## config.mk

```make
export PLATFORM = sky130hd
export DESIGN_NAME = crc_appender
export DESIGN_NICKNAME = d
export VERILOG_FILES = /design/src/rtl/crc_appender.sv
export SDC_FILE = /design/constraint.sdc
export NUM_CORES = 1
export LEC_CHECK = 0
export BUFFER_PORTS_ARGS = -buffer_cell sky130_fd_sc_hd__buf_2
export CORE_ASPECT_RATIO = 1.1
export CORE_UTILIZATION = 59
export CTS_CLUSTER_DIAMETER = 60
export DETAILED_ROUTE_END_ITERATION = 8
export PLACE_DENSITY = 0.79
export SLEW_MARGIN = 20
export SYNTH_ARGS = -nofsm -noshare
export SYNTH_HDL_FRONTEND = slang
export SYNTH_SLANG_ARGS = --single-unit
export TNS_END_PERCENT = 50
```

## constraint.sdc

```tcl
create_clock -name clk -period 2.5 [get_ports clk]
set_input_delay 0.5 -clock clk [delete_from_list [all_inputs] [get_ports clk]]
set_output_delay 0.5 -clock clk [all_outputs]
set_load 0.005 [all_outputs]
```

## src/rtl/crc_appender.sv

```systemverilog
// AXI-Stream CRC-24 appender: forwards a FRAME_LEN-byte payload and appends crc[23:16], crc[15:8], crc[7:0].
// Optional `define CRC_FRAME_CNT_EN adds a frame_cnt output counting completed output frames.
module crc_appender #(
    parameter int unsigned FRAME_LEN = 236,
    parameter logic [23:0] CRC_POLY  = 24'h864CFB
) (
    input  logic       clk,
    input  logic       reset,
    input  logic       s_axis_input_tvalid,
    output logic       s_axis_input_tready,
    input  logic [7:0] s_axis_input_tdata,
    input  logic       s_axis_input_tlast,
    output logic       m_axis_output_tvalid,
    input  logic       m_axis_output_tready,
    output logic [7:0] m_axis_output_tdata,
    output logic       m_axis_output_tlast,
    output logic       event_len_error
`ifdef CRC_FRAME_CNT_EN
    ,
    output logic [15:0] frame_cnt
`endif
);

    typedef enum logic [1:0] {
        S_DATA,
        S_DROP,
        S_CRC
    } state_t;

    localparam logic [15:0] LAST_IDX = 16'(FRAME_LEN - 1);

    state_t      r_state;
    logic [15:0] r_cnt;
    logic [23:0] r_crc;
    logic [1:0]  r_crc_idx;
    logic        r_tvalid;
    logic [7:0]  r_tdata;
    logic        r_tlast;
    logic        r_len_err;

    state_t      w_state_nxt;
    logic [15:0] w_cnt_nxt;
    logic [23:0] w_crc_nxt;
    logic [1:0]  w_crc_idx_nxt;
    logic        w_tvalid_nxt;
    logic [7:0]  w_tdata_nxt;
    logic        w_tlast_nxt;
    logic        w_len_err_nxt;
    logic        w_in_ready;
    logic        w_slot_free;

    // MSB-first CRC-24 over one byte, bit 7 processed first.
    function automatic logic [23:0] crc24_byte(input logic [23:0] crc_in, input logic [7:0] data);
        logic [23:0] v;
        v = crc_in;
        for (int i = 7; i >= 0; i--) begin
            if (v[23] ^ data[i]) v = {v[22:0], 1'b0} ^ CRC_POLY;
            else                 v = {v[22:0], 1'b0};
        end
        return v;
    endfunction

    assign w_slot_free = !r_tvalid || m_axis_output_tready;

    always_comb begin
        // NOTE: every signal driven here gets a default first, so no path can infer a latch.
        w_state_nxt   = r_state;
        w_cnt_nxt     = r_cnt;
        w_crc_nxt     = r_crc;
        w_crc_idx_nxt = r_crc_idx;
        w_tvalid_nxt  = r_tvalid && !m_axis_output_tready;
        w_tdata_nxt   = r_tdata;
        w_tlast_nxt   = r_tlast;
        w_len_err_nxt = 1'b0;
        w_in_ready    = 1'b0;

        case (r_state)
            S_DATA: begin
                w_in_ready = w_slot_free;
                if (s_axis_input_tvalid && w_slot_free) begin
                    w_tvalid_nxt = 1'b1;
                    w_tdata_nxt  = s_axis_input_tdata;
                    w_tlast_nxt  = 1'b0;
                    w_crc_nxt    = crc24_byte(r_crc, s_axis_input_tdata);
                    if (r_cnt != LAST_IDX) w_cnt_nxt = r_cnt + 16'd1;
                    if (s_axis_input_tlast) begin
                        w_state_nxt   = S_CRC;
                        w_len_err_nxt = (r_cnt != LAST_IDX);
                    end else if (r_cnt == LAST_IDX) begin
                        // Payload full but no tlast yet: discard the overrun up to tlast.
                        w_state_nxt   = S_DROP;
                        w_len_err_nxt = 1'b1;
                    end
                end
            end
            S_DROP: begin
                w_in_ready = 1'b1;
                if (s_axis_input_tvalid && s_axis_input_tlast) w_state_nxt = S_CRC;
            end
            S_CRC: begin
                if (w_slot_free) begin
                    w_tvalid_nxt = 1'b1;
                    w_tlast_nxt  = (r_crc_idx == 2'd2);
                    case (r_crc_idx)
                        2'd0:    w_tdata_nxt = r_crc[23:16];
                        2'd1:    w_tdata_nxt = r_crc[15:8];
                        default: w_tdata_nxt = r_crc[7:0];
                    endcase
                    if (r_crc_idx == 2'd2) begin
                        w_crc_idx_nxt = 2'd0;
                        w_crc_nxt     = 24'h000000;
                        w_cnt_nxt     = 16'd0;
                        w_state_nxt   = S_DATA;
                    end else begin
                        w_crc_idx_nxt = r_crc_idx + 2'd1;
                    end
                end
            end
            default: w_state_nxt = S_DATA;
        endcase
    end

    // NOTE: sequential state uses non-blocking assignments so all registers update together.
    always_ff @(posedge clk or negedge reset) begin
        if (!reset) begin
            r_state   <= S_DATA;
            r_cnt     <= 16'd0;
            r_crc     <= 24'h000000;
            r_crc_idx <= 2'd0;
            r_tvalid  <= 1'b0;
            r_tdata   <= 8'h00;
            r_tlast   <= 1'b0;
            r_len_err <= 1'b0;
        end else begin
            r_state   <= w_state_nxt;
            r_cnt     <= w_cnt_nxt;
            r_crc     <= w_crc_nxt;
            r_crc_idx <= w_crc_idx_nxt;
            r_tvalid  <= w_tvalid_nxt;
            r_tdata   <= w_tdata_nxt;
            r_tlast   <= w_tlast_nxt;
            r_len_err <= w_len_err_nxt;
        end
    end

    // Gated by reset so the input never appears ready while held in reset.
    assign s_axis_input_tready  = w_in_ready && reset;
    assign m_axis_output_tvalid = r_tvalid;
    assign m_axis_output_tdata  = r_tdata;
    assign m_axis_output_tlast  = r_tlast;
    assign event_len_error      = r_len_err;

`ifdef CRC_FRAME_CNT_EN
    logic [15:0] r_frame_cnt;

    always_ff @(posedge clk or negedge reset) begin
        if (!reset) r_frame_cnt <= 16'd0;
        else if (r_tvalid && m_axis_output_tready && r_tlast) r_frame_cnt <= r_frame_cnt + 16'd1;
    end

    assign frame_cnt = r_frame_cnt;
`endif

endmodule

```

==> summary.txt, run 1 <==
STA
  – Final-report hold violation count: 0
  – Worst-margin pin slew: 853 ps
  – Number of slew-limit violations in the final report: 0
  – RSZ-0062 raised after global routing: no
  – Post-layout worst setup margin: roughly 290 ps
  – Clock Skews: 4.97 ps
  – Final Critical Period: 2210 ps
  – Max transition margin: 43.0%
  – Final worst path period share: between 80% and 90%
  – Total of endpoints with negative setup slack in the final report: 0
  – Setup Total Neg Slack: 0 ps
  – Final hold slack: ~400 ps
  – Maximum clock frequency: about 450 MHz

Clock network
  – Root buffer selected by CTS: sky130_fd_sc_hd__clkbuf_8
  – Post-CTS setup buffer count: 0
  – Number of buffers created by CTS: 5
  – CTS tree: built
  – Clk buf depth: 2
  – Hold bufs inserted after CTS: 0
  – H-Tree Level Count: 2
  – Worst-skew pair later-pin latency: around 300 ps
  – Total clock sinks: 55
  – Count of instances resized after the clock tree is built: 0
  – Clock slew seen by the registers of the worst setup and hold paths: 90 ps

Die
  – Std cell rows: 27
  – Core box area: 5130 µm²
  – Count of boundary I/O pins: 25
  – Starting utilization of the core area: around 63%
  – Chip Width: 72.3 µm
  – Chip height: 79.4 µm
  – Die ar.: approximately 5700 µm²

Place
  – Worst setup slack before clock tree synthesis: 216 ps
  – Detailed Place HPWL: about 5000 µm
  – Global placement routability congestion: approximately 0.87
  – Number of port buffers: 24

Setup path
  – Cell class contributing the biggest share of worst-path delay: simple AND/OR/NAND/NOR gates
  – Number of buffers and inverters on the critical path: 1
  – Crit Path Class: reg2reg
  – Largest fanout on the critical path: 4
  – Critical path data required time: 2740 ps
  – Capturing element type of the critical path: flip-flop
  – Biggest cell delay along the critical path: 560 ps
  – CP Launch Type: flip-flop
  – Arrival time at the worst endpoint: 2440 ps
  – Cells along the critical path: or4_1, nor4_2, inv_2, ha_1, or3_1, a21oi_1
  – Critical-path top delay cell: sky130_fd_sc_hd__or4_1

Flow run
  – Max Cap Violations: 0

Finish
  – Multi-input gate area: approximately 1800 µm²
  – Fraction of layout instances using a drive strength above 1: 18.5%
  – Layout area overhead: 12.5%
  – Seq. cell area: 1380 µm²
  – Diodes inserted: 0
  – Fill cell count: 417
  – Layout net count: 371

Synth
  – Mean Syn Cell Area: 10.0 µm²
  – Share of synthesized registers carrying an async set or reset: 100%
  – Area of the mapped netlist: around 3200 µm²
  – Number of synthesized register bits: 55
  – Total of warnings raised by yosys: 0
  – Number of synthesized flops with an enable pin: 0
  – Post-Syn Instances: 321
  – Main flop type after synthesis: sky130_fd_sc_hd__dfrtp_1
  – Unique cell type count in the Yosys netlist: 46
  – Net Count, Synth: ~340
  – Proportion of synthesized chip area in sequential cells: 42.9%

Global routing
  – Maximum number of pins on one net before global-route repair: 56
  – Number of antenna violations at the first check in global routing: 0
  – Vias in the first global route: ~2,400
  – Global-route wire length before repair: 11,600 µm
  – Tot GR Track Use: 26.6%
  – Final global-route overflow total: 0

Detailed routing
  – Total wirelength of the detailed-routed design: 6820 µm
  – Number of iterations in the first detailed-routing pass: 4
  – DRC Markers: 0
  – Via-to-Cell Ratio: 5.67
  – Vias after detailed routing: 2,425
  – Starting DRT DRC Count: around 110
  – Number of nets with antenna violations after routing: 0
  – Drt wl/cell: approximately 16 µm

Status
  – Run status: finished clean

Min path
  – Hold Crit Class: in2async

Power
  – Highest ir drop seen on vdd: roughly 0.0013 V
  – Total power divided by cell area: 1580 nW/µm²
  – Static leakage: 1.63 nW
==> per-stage QoR <==
stage	cell area (µm²)	instances	total power (W)	util (%)
after global placement	3510	421	0.00506	68.4
after CTS	3610	428	0.00575	70.4
after detailed placement	3510	421	0.00515	68.4
after global routing	3610	428	0.00614	70.4
after floorplan	3210	321	0.00430	-
final	3610	428	0.00572	70.4
==> cell type report <==
class | instances | share of cell area [%]
Clock buffer | 6 | 2.01
Clock inverter | 1 | 0.831
Tap cell | 72 | 2.49
Sequential cell | 55 | 38.1
Timing Repair Buffer | 44 | 7.48
Inverter | 3 | 0.312
Multi-Input combinational cell | 247 | 48.8
==> path summary, 6_finish.rpt <==
kind	from	to	slack [ps]	cells after the start
setup / recovery	r_cnt[12]$_DFFE_PN0P_	r_state[0]$_DFFE_PN0P_	290	6
hold reg to reg	m_axis_output_tlast$_DFFE_PN0P_	m_axis_output_tlast$_DFFE_PN0P_	480	1
hold / removal	reset	r_crc[11]$_DFFE_PN0P_	400	2
min in group clk	m_axis_output_tlast$_DFFE_PN0P_	m_axis_output_tlast$_DFFE_PN0P_	480	1
max in group asynchronous	reset	r_cnt[2]$_DFFE_PN0P_	1660	2
setup reg to reg	r_cnt[12]$_DFFE_PN0P_	r_state[0]$_DFFE_PN0P_	290	6
==> state kept, by name, indices dropped and copies added, names as in the netlist <==
name,cells
event_len_error,1
m_axis_output_tdata,8
m_axis_output_tlast,1
m_axis_output_tvalid,1
r_cnt,16
r_crc,24
r_crc_idx,2
r_state,2
==> placed cells by master, fill, tap and decap left out, drive strengths merged, types with 2 or more instances in the layout <==
cell,count
inv,3
o22ai,8
or3,5
buf,44
xnor3,6
nor3,4
a21o,2
ha,2
nor4,5
nand3,7
mux2i,8
nor2,16
a22o,5
o21ai,39
clkbuf,6
nand2b,2
xnor2,47
and2,2
xor2,13
nor2b,2
nand2,45
a21oi,7
mux2,2
nor3b,2
and3,3
nand4,3
dfrtp,55
==> per-layer routing <==
| layer | track usage (%) | up-vias | part of all wire (%) |
|---|---|---|---|
| met3 | 4.70 | 8 | 5.5 |
| met2 | 43.6 | 61 | 49 |
| met1 | 36.8 | 1178 | 45 |
| met5 | 0 | - | 0 |
| li1 | - | 1178 | - |
| met4 | 6.08 | 0 | 1.1 |
==> synthesized netlist by cell type (3+ instances only) <==
| master | count | share of area [%] |
|---|---|---|
| sky130_fd_sc_hd__nand4_1 | 3 | 0.58 |
| sky130_fd_sc_hd__xnor2_4 | 3 | 2.6 |
| sky130_fd_sc_hd__o21ai_1 | 15 | 2.3 |
| sky130_fd_sc_hd__mux2i_1 | 8 | 2.5 |
| sky130_fd_sc_hd__nand3_1 | 7 | 1.1 |
| sky130_fd_sc_hd__nor2_1 | 16 | 1.9 |
| sky130_fd_sc_hd__o21ai_0 | 24 | 3.7 |
| sky130_fd_sc_hd__dfrtp_1 | 55 | 43 |
| sky130_fd_sc_hd__or3_1 | 5 | 0.97 |
| sky130_fd_sc_hd__o22ai_1 | 8 | 1.6 |
| sky130_fd_sc_hd__nor4_1 | 4 | 0.78 |
| sky130_fd_sc_hd__xnor3_2 | 3 | 2.2 |
| sky130_fd_sc_hd__nor3_1 | 4 | 0.62 |
| sky130_fd_sc_hd__xnor3_1 | 3 | 2.1 |
| sky130_fd_sc_hd__xor2_1 | 12 | 3.3 |
| sky130_fd_sc_hd__xnor2_2 | 3 | 1.5 |
| sky130_fd_sc_hd__xnor2_1 | 41 | 11 |
| sky130_fd_sc_hd__buf_1 | 3 | 0.35 |
| sky130_fd_sc_hd__nand2_1 | 45 | 5.3 |
| sky130_fd_sc_hd__clkbuf_1 | 13 | 1.5 |
| sky130_fd_sc_hd__a22o_1 | 5 | 1.4 |
| sky130_fd_sc_hd__a21oi_1 | 7 | 1.1 |
| sky130_fd_sc_hd__and3_1 | 3 | 0.58 |
==> logic make-up (layout without fill, tap and decap cells) <==
| logic type | count (synthesis) | after routing | share of synthesized area (%) |
|---|---|---|---|
| AO/OA/AOI/OAI | 68 | 68 | 12.5 |
| XOR/XNOR | 66 | 66 | 23.4 |
| adder cells (fa/ha/maj) | 2 | 2 | 0.779 |
| buffers and inverters | 19 | 54 | 2.22 |
| flip-flops | 55 | 55 | 42.9 |
| multiplexers | 10 | 10 | 3.20 |
| AND/OR/NAND/NOR | 101 | 101 | 15.0 |
==> power breakdown <==
part,switching (W),internal [W]
logic,0.00172,0.00189
registers,0.000311,0.00123
clock network,0.000276,0.000294
total,0.00231,0.00341
==> worst reg2reg max path: stages (launching register included) <==
cell,delay (ps)
sky130_fd_sc_hd__dfrtp_1,430
sky130_fd_sc_hd__or4_1,560
sky130_fd_sc_hd__nor4_2,400
sky130_fd_sc_hd__inv_2,80
sky130_fd_sc_hd__ha_1,200
sky130_fd_sc_hd__or3_1,340
sky130_fd_sc_hd__a21oi_1,130
No activity file was read; power rests on OpenSTA's default activity.
==> inputs of run 2 (changes only) <==
Settings changed: RECOVER_POWER set to 50.
==> run 2 against run 1 <==
  * Wire length fell by 0.65%
  * Register-to-register slack barely moved
  * Cell area fell by 0.10%
  * Critical path depth did not move
  * Die area did not move
  * Clock skew rose by 0.69 ps
  * Utilization fell by 0.073 points
  * Via count fell by 0.21%
  * Non-clock buffer count did not move
  * Combinational power barely moved
  * Total power barely moved
  * Critical path type unchanged
==> summary.txt, run 2 (synthesis gave the netlist of run 1 again) <==
Status
  – Run status: finished clean

Die
  – Std cell rows: 27
  – Chip Width: a little over 70 µm
  – Core box area: 5130 µm²
  – Chip height: 79.4 µm
  – Count of boundary I/O pins: 25
  – Starting utilization of the core area: 62.5%
  – Die ar.: 5740 µm²

Power
  – Static leakage: roughly 1.6 nW
  – Share of total power in the clock network: 9.9%
  – Total power divided by cell area: ~1600 nW/µm²
  – Share of total power in combinational logic: 63.2%
  – Highest ir drop seen on vdd: between 0.001 and 0.0015 V
  – Part of the total power dissipated in sequential elements: between 20 and 30%
  – Switching Share: a little over 40%
  – Pint: approximately 0.0034 W
  – Switching component of the power: 0.00231 W

Detailed routing
  – Drt wl/cell: 15.8 µm
  – Vias after detailed routing: 2,420
  – Number of iterations in the first detailed-routing pass: 4
  – DRC Markers: 0
  – Starting DRT DRC Count: around 130
  – Via-to-Cell Ratio: 5.65
  – Number of nets with antenna violations after routing: 0
  – Total wirelength of the detailed-routed design: 6770 µm

STA
  – Clock Skews: 5.65 ps
  – Number of slew-limit violations in the final report: 0
  – Final worst path period share: 88.4%
  – Post-layout worst setup margin: between 200 and 300 ps
  – Final-report hold violation count: 0
  – RSZ-0062 raised after global routing: no
  – Worst-margin pin slew: between 1000 and 1500 ps
  – Setup Total Neg Slack: 0 ps
  – Final Critical Period: 2210 ps
  – Total of endpoints with negative setup slack in the final report: 0
  – Final hold slack: 476 ps
  – Max transition margin: 10.5%
  – Maximum clock frequency: 453 MHz

Setup path
  – Critical path data required time: around 2700 ps
  – CP Launch Type: flip-flop
  – Largest fanout on the critical path: 4
  – Setup slack on the worst flop-to-flop path: 290 ps
  – Launch instance of the worst register-to-register path: r_cnt[12]$_DFFE_PN0P_
  – Crit Path Class: reg2reg
  – Arrival time at the worst endpoint: 2440 ps
  – Capturing element type of the critical path: flip-flop
  – Reg2Reg Capture Point: r_state[0]$_DFFE_PN0P_
  – Worst reg2reg path depth: 6

Min path
  – Hold Crit Class: reg2reg
  – Worst hold path depth: 1
  – Hold path startpoint: m_axis_output_tlast$_DFFE_PN0P_
  – Hold-critical path endpoint: m_axis_output_tlast$_DFFE_PN0P_

Finish
  – Most common library cell in the layout ignoring fill and taps: sky130_fd_sc_hd__dfrtp_1
  – Fill cell count: 419
  – Layout net count: 371
  – Seq. cell area: 1380 µm²
  – Diodes inserted: 0
  – Layout area overhead: 12.4%
  – Multi-input gate area: 1760 µm²
  – Largest register by flop count: r_crc
  – Most used cells in the layout excluding fill and tap cells: sky130_fd_sc_hd__dfrtp_1 (55), sky130_fd_sc_hd__nand2_1 (45), sky130_fd_sc_hd__xnor2_1 (41)
  – Fraction of layout instances using a drive strength above 1: 18.0%
  – Largest register FFs: 24

Clock network
  – Clk buf depth: 2
  – Worst-skew pair later-pin latency: 300 ps
  – Hold bufs inserted after CTS: 0
  – Root buffer selected by CTS: sky130_fd_sc_hd__clkbuf_8
  – CTS tree: built
  – Number of buffers created by CTS: 5
  – Total clock sinks: between 50 and 60
  – Clock slew seen by the registers of the worst setup and hold paths: 90 ps
  – Post-CTS setup buffer count: 0
  – Count of instances resized after the clock tree is built: 0
  – H-Tree Level Count: 2

Flow run
  – Max Cap Violations: 0

Global routing
  – Maximum number of pins on one net before global-route repair: 56
  – Tot GR Track Use: about a quarter
  – Number of antenna violations at the first check in global routing: 0
  – Global-route wire length before repair: 11,600 µm
  – Vias in the first global route: around 2,400
  – Final global-route overflow total: 0

Place
  – Number of port buffers: 24
  – Global placement routability congestion: 0.873
  – Detailed Place HPWL: 4940 µm
  – Worst setup slack before clock tree synthesis: around 220 ps
## run 2: changes by cell type in the layout (fill, tap and decap cells not counted), sizes merged
| cell | change |
|---|---|
| buf | -2 |
| clkbuf | +2 |
## run 2: power by group through the flow
stage / clock network, W / logic (W) / registers (W)
3_3_place_gp: 0 / 0.00353 / 0.00153
3_5_place_dp: 0 / 0.00360 / 0.00155
2_1_floorplan: 0 / 0.00281 / 0.00150
6_report: 0.000568 / 0.00361 / 0.00153
5_1_grt: 0.000606 / 0.00395 / 0.00158
4_1_cts: 0.000579 / 0.00363 / 0.00153
## run 2: stage by stage
stage	utilization, %	std cells	total power, W	instance area (µm²)
6_report	70.3	428	0.00571	3610
5_1_grt	70.3	428	0.00614	3610
4_1_cts	70.4	428	0.00575	3610
3_5_place_dp	68.4	421	0.00515	3510
3_3_place_gp	68.4	421	0.00506	3510
2_1_floorplan	-	321	0.00430	3210
## run 2: final cells by class
type	instances	area share [%]
Sequential cell	55	38.1
Inverter	3	0.312
Multi-Input combinational cell	247	48.8
Clock buffer	6	2.01
Clock inverter	1	0.832
Timing Repair Buffer	44	7.38
Tap cell	72	2.50
## run 2: how the worst max path moves through the flow
stage | start | endpoint | slack (ps) | depth (start not counted)
detailed placement | s_axis_input_tdata[6] | r_crc[10]$_DFFE_PN0P_ | 220 | 6
global route | r_state[0]$_DFFE_PN0P_ | r_cnt[15]$_DFFE_PN0P_ | 130 | 5
global placement | s_axis_input_tdata[6] | r_crc[10]$_DFFE_PN0P_ | 290 | 6
finish | r_cnt[12]$_DFFE_PN0P_ | r_state[0]$_DFFE_PN0P_ | 290 | 6
CTS | r_cnt[12]$_DFFE_PN0P_ | r_state[0]$_DFFE_PN0P_ | 310 | 6
floorplan | r_cnt[12]$_DFFE_PN0P_ | r_state[0]$_DFFE_PN0P_ | 370 | 6
## run 2: critical path, cell delays in order, from the launching register on
cell and delay (ps):
sky130_fd_sc_hd__dfrtp_1 430, sky130_fd_sc_hd__or4_1 560, sky130_fd_sc_hd__nor4_2 400, sky130_fd_sc_hd__inv_2 80, sky130_fd_sc_hd__ha_1 200, sky130_fd_sc_hd__or3_1 340, sky130_fd_sc_hd__a21oi_1 130
## run 2: layer usage
metal	up-vias	track usage [%]	part of all wire, %
met4	0	6.08	1.1
met1	1179	36.8	45
li1	1179	-	-
met5	-	0	0
met3	7	4.70	4.4
met2	55	43.6	49
==> inputs of run 3 (changes only) <==
Settings changed: CORE_MARGIN set to 2, CORE_UTILIZATION 59 to 54, PLACE_DENSITY 0.79 to 0.76.
Clock period 2.5 ns to 1.94 ns, I/O delays scaled along.
==> run 3 against run 2 <==
  * The run now ends with setup timing left
  * Combinational power grew 48%
  * Wire length grew 12%
  * Via count up 6.7%
  * Total power is 42% higher
  * Register-to-register slack worse by 450 ps
  * Critical endpoint unchanged
==> summary.txt, run 3 (synthesis gave the netlist of run 1 again) <==
Global routing
  – Final global-route overflow total: 0
  – Global-route wire length before repair: approximately 12,000 µm
  – Maximum number of pins on one net before global-route repair: 56
  – Vias in the first global route: 2,439
  – Number of antenna violations at the first check in global routing: 0
  – Tot GR Track Use: 23.8%

Place
  – Detailed Place HPWL: approximately 5000 µm
  – Cell count after placement: 452
  – Global placement routability congestion: 0.872
  – Number of port buffers: 24

STA
  – Number of slew-limit violations in the final report: 0
  – Final-report hold violation count: 0
  – Final hold slack: 365 ps
  – Final worst path period share: 108%
  – Worst-margin pin slew: 1330 ps
  – Max transition margin: between 10 and 15%
  – Total of endpoints with negative setup slack in the final report: 3
  – RSZ-0062 raised after global routing: yes
  – Maximum clock frequency: about 480 MHz
  – Post-layout worst setup margin: -163 ps
  – Final Critical Period: 2100 ps
  – Clock Skews: between 8 and 9 ps

Finish
  – Diodes inserted: 0
  – Most common library cell in the layout ignoring fill and taps: sky130_fd_sc_hd__dfrtp_1
  – Fill cell count: 433
  – Non-filler instance count after layout: 468
  – Largest register by flop count: r_crc
  – Layout net count: 405
  – Largest register FFs: 24
  – Most used cells in the layout excluding fill and tap cells: sky130_fd_sc_hd__dfrtp_1 (53), sky130_fd_sc_hd__buf_4 (52), sky130_fd_sc_hd__nand2_1 (45)
  – Layout area overhead: 23.9%
  – Fraction of layout instances using a drive strength above 1: 29.2%

Die
  – Std cell rows: 29
  – Core box area: 5770 µm²
  – Starting utilization of the core area: a little under three fifths
  – Count of boundary I/O pins: 25
  – Chip height: 84.9 µm
  – Chip Width: 77.5 µm
  – Die ar.: 6580 µm²

Setup path
  – Largest fanout on the critical path: 3
  – Critical-path top delay cell: sky130_fd_sc_hd__or4b_4
  – Capturing element type of the critical path: flip-flop
  – Crit Path Class: reg2reg
  – Biggest cell delay along the critical path: 530 ps
  – CP Launch Type: flip-flop
  – Arrival time at the worst endpoint: 2350 ps
  – Cells along the critical path: or4b_4, nor4_4, inv_2, ha_4, or3_4, a21oi_2
  – Critical path data required time: 2190 ps

Power
  – Switching Share: 39.7%
  – Part of the total power dissipated in sequential elements: between 20% and 30%
  – Share of total power in the clock network: around 9.8%
  – Switching component of the power: 0.00322 W
  – Total power divided by cell area: 2040 nW/µm²
  – Static leakage: 1.84 nW
  – Share of total power in combinational logic: 66.1%
  – Highest ir drop seen on vdd: between 0.0015 and 0.002 V
  – Pint: 0.00490 W

Status
  – Violated checks: setup timing
  – Run status: complete, but fails checks

Clock network
  – Total clock sinks: 55
  – Worst-skew pair later-pin latency: 310 ps
  – Clk buf depth: 2
  – Clock slew seen by the registers of the worst setup and hold paths: 110 ps
  – H-Tree Level Count: 2
  – Number of buffers created by CTS: 5
  – Hold bufs inserted after CTS: 0
  – CTS tree: built
  – Root buffer selected by CTS: sky130_fd_sc_hd__clkbuf_8

Flow run
  – Max Cap Violations: 0

Detailed routing
  – Drt wl/cell: between 15 and 20 µm
  – Total wirelength of the detailed-routed design: about 7600 µm
  – Number of nets with antenna violations after routing: 0
  – Vias after detailed routing: about 2,600
  – Number of iterations in the first detailed-routing pass: 4
  – Via-to-Cell Ratio: 5.51
  – Starting DRT DRC Count: 184
  – DRC Markers: 0

Min path
  – Hold Crit Class: in2reg
-- run 3: cell count changes in the layout (fill, tap and decap cells not counted), sizes merged --
cell / change
clkbuf: -1
inv: +1
clkinvlp: +1
buf: +34
-- run 3: cell type report --
type                       instances  area, µm²  area share (%)
clock buffer                       5       68.8            1.73
clock inverter                     3       46.3            1.16
inverter                           3       11.3           0.283
multi-input combinational        247       1850            46.5
sequential                        55       1380            34.7
tap                               77       96.3            2.42
timing repair buffer              78        526            13.2
-- run 3: through the flow --
step                      util [%]  TNS (ps)  setup slack (ps)  power, W  instance area [µm²]
final                         68.9      -251              -163   0.00812                 3980
after CTS                     67.1      -262              -160   0.00791                 3870
after global placement        64.6      -342             -98.8   0.00695                 3730
after global routing          68.9      -769              -224   0.00866                 3980
after floorplan                  -      -223             -84.7   0.00554                 3230
after detailed placement      64.6      -696              -170   0.00707                 3730
-- run 3: worst paths after layout --
check | endpoint | depth (start not counted) | from | slack (ps)
min in group asynchronous | m_axis_output_tdata[7]$_DFFE_PN0P_ | 2 | reset | 610
min | r_state[0]$_DFFE_PN0P_ | 3 | s_axis_input_tlast | 370
max reg2reg | r_state[0]$_DFFE_PN0P_ | 6 | r_cnt[13]$_DFFE_PN0P_ | -160
max | r_state[0]$_DFFE_PN0P_ | 6 | r_cnt[13]$_DFFE_PN0P_ | -160
min reg2reg | m_axis_output_tdata[2]$_DFFE_PN0P_ | 2 | m_axis_output_tdata[2]$_DFFE_PN0P_ | 480
max in group asynchronous | r_crc[18]$_DFFE_PN0P_ | 2 | reset | 450
-- run 3: power groups by stage --
stage	clock network [W]	registers (W)	logic (W)
after detailed placement	0	0.00195	0.00511
after global placement	0	0.00192	0.00503
final	0.000796	0.00196	0.00536
after floorplan	0	0.00193	0.00361
after global routing	0.000840	0.00200	0.00582
after CTS	0.000812	0.00193	0.00517
-- run 3: worst max-delay path, delay by kind of cell (launching register included) --
kind | cells | cell delay, ps
adders and majority gates | 1 | 170
buffers and inverters | 1 | 90
DFF | 1 | 420
and+or+nand+nor | 3 | 1230
AOI/OAI and AO/OA | 1 | 130
-- run 3: layer usage --
layer / up-vias / part of all wire (%) / global-route usage, %
met5: - / 0 / 0
met4: 0 / 1.2 / 7.14
met3: 8 / 4.9 / 4.15
met2: 59 / 49 / 38.4
met1: 1270 / 45 / 33.1
li1: 1244 / - / -
-- run 3: repair_timing --
action,CTS,global route
endpoints found under the hold margin,0,0
gates resized for setup,3,11
pin swaps,3,12
setup endpoints to repair,5,15
buffers inserted,2,7
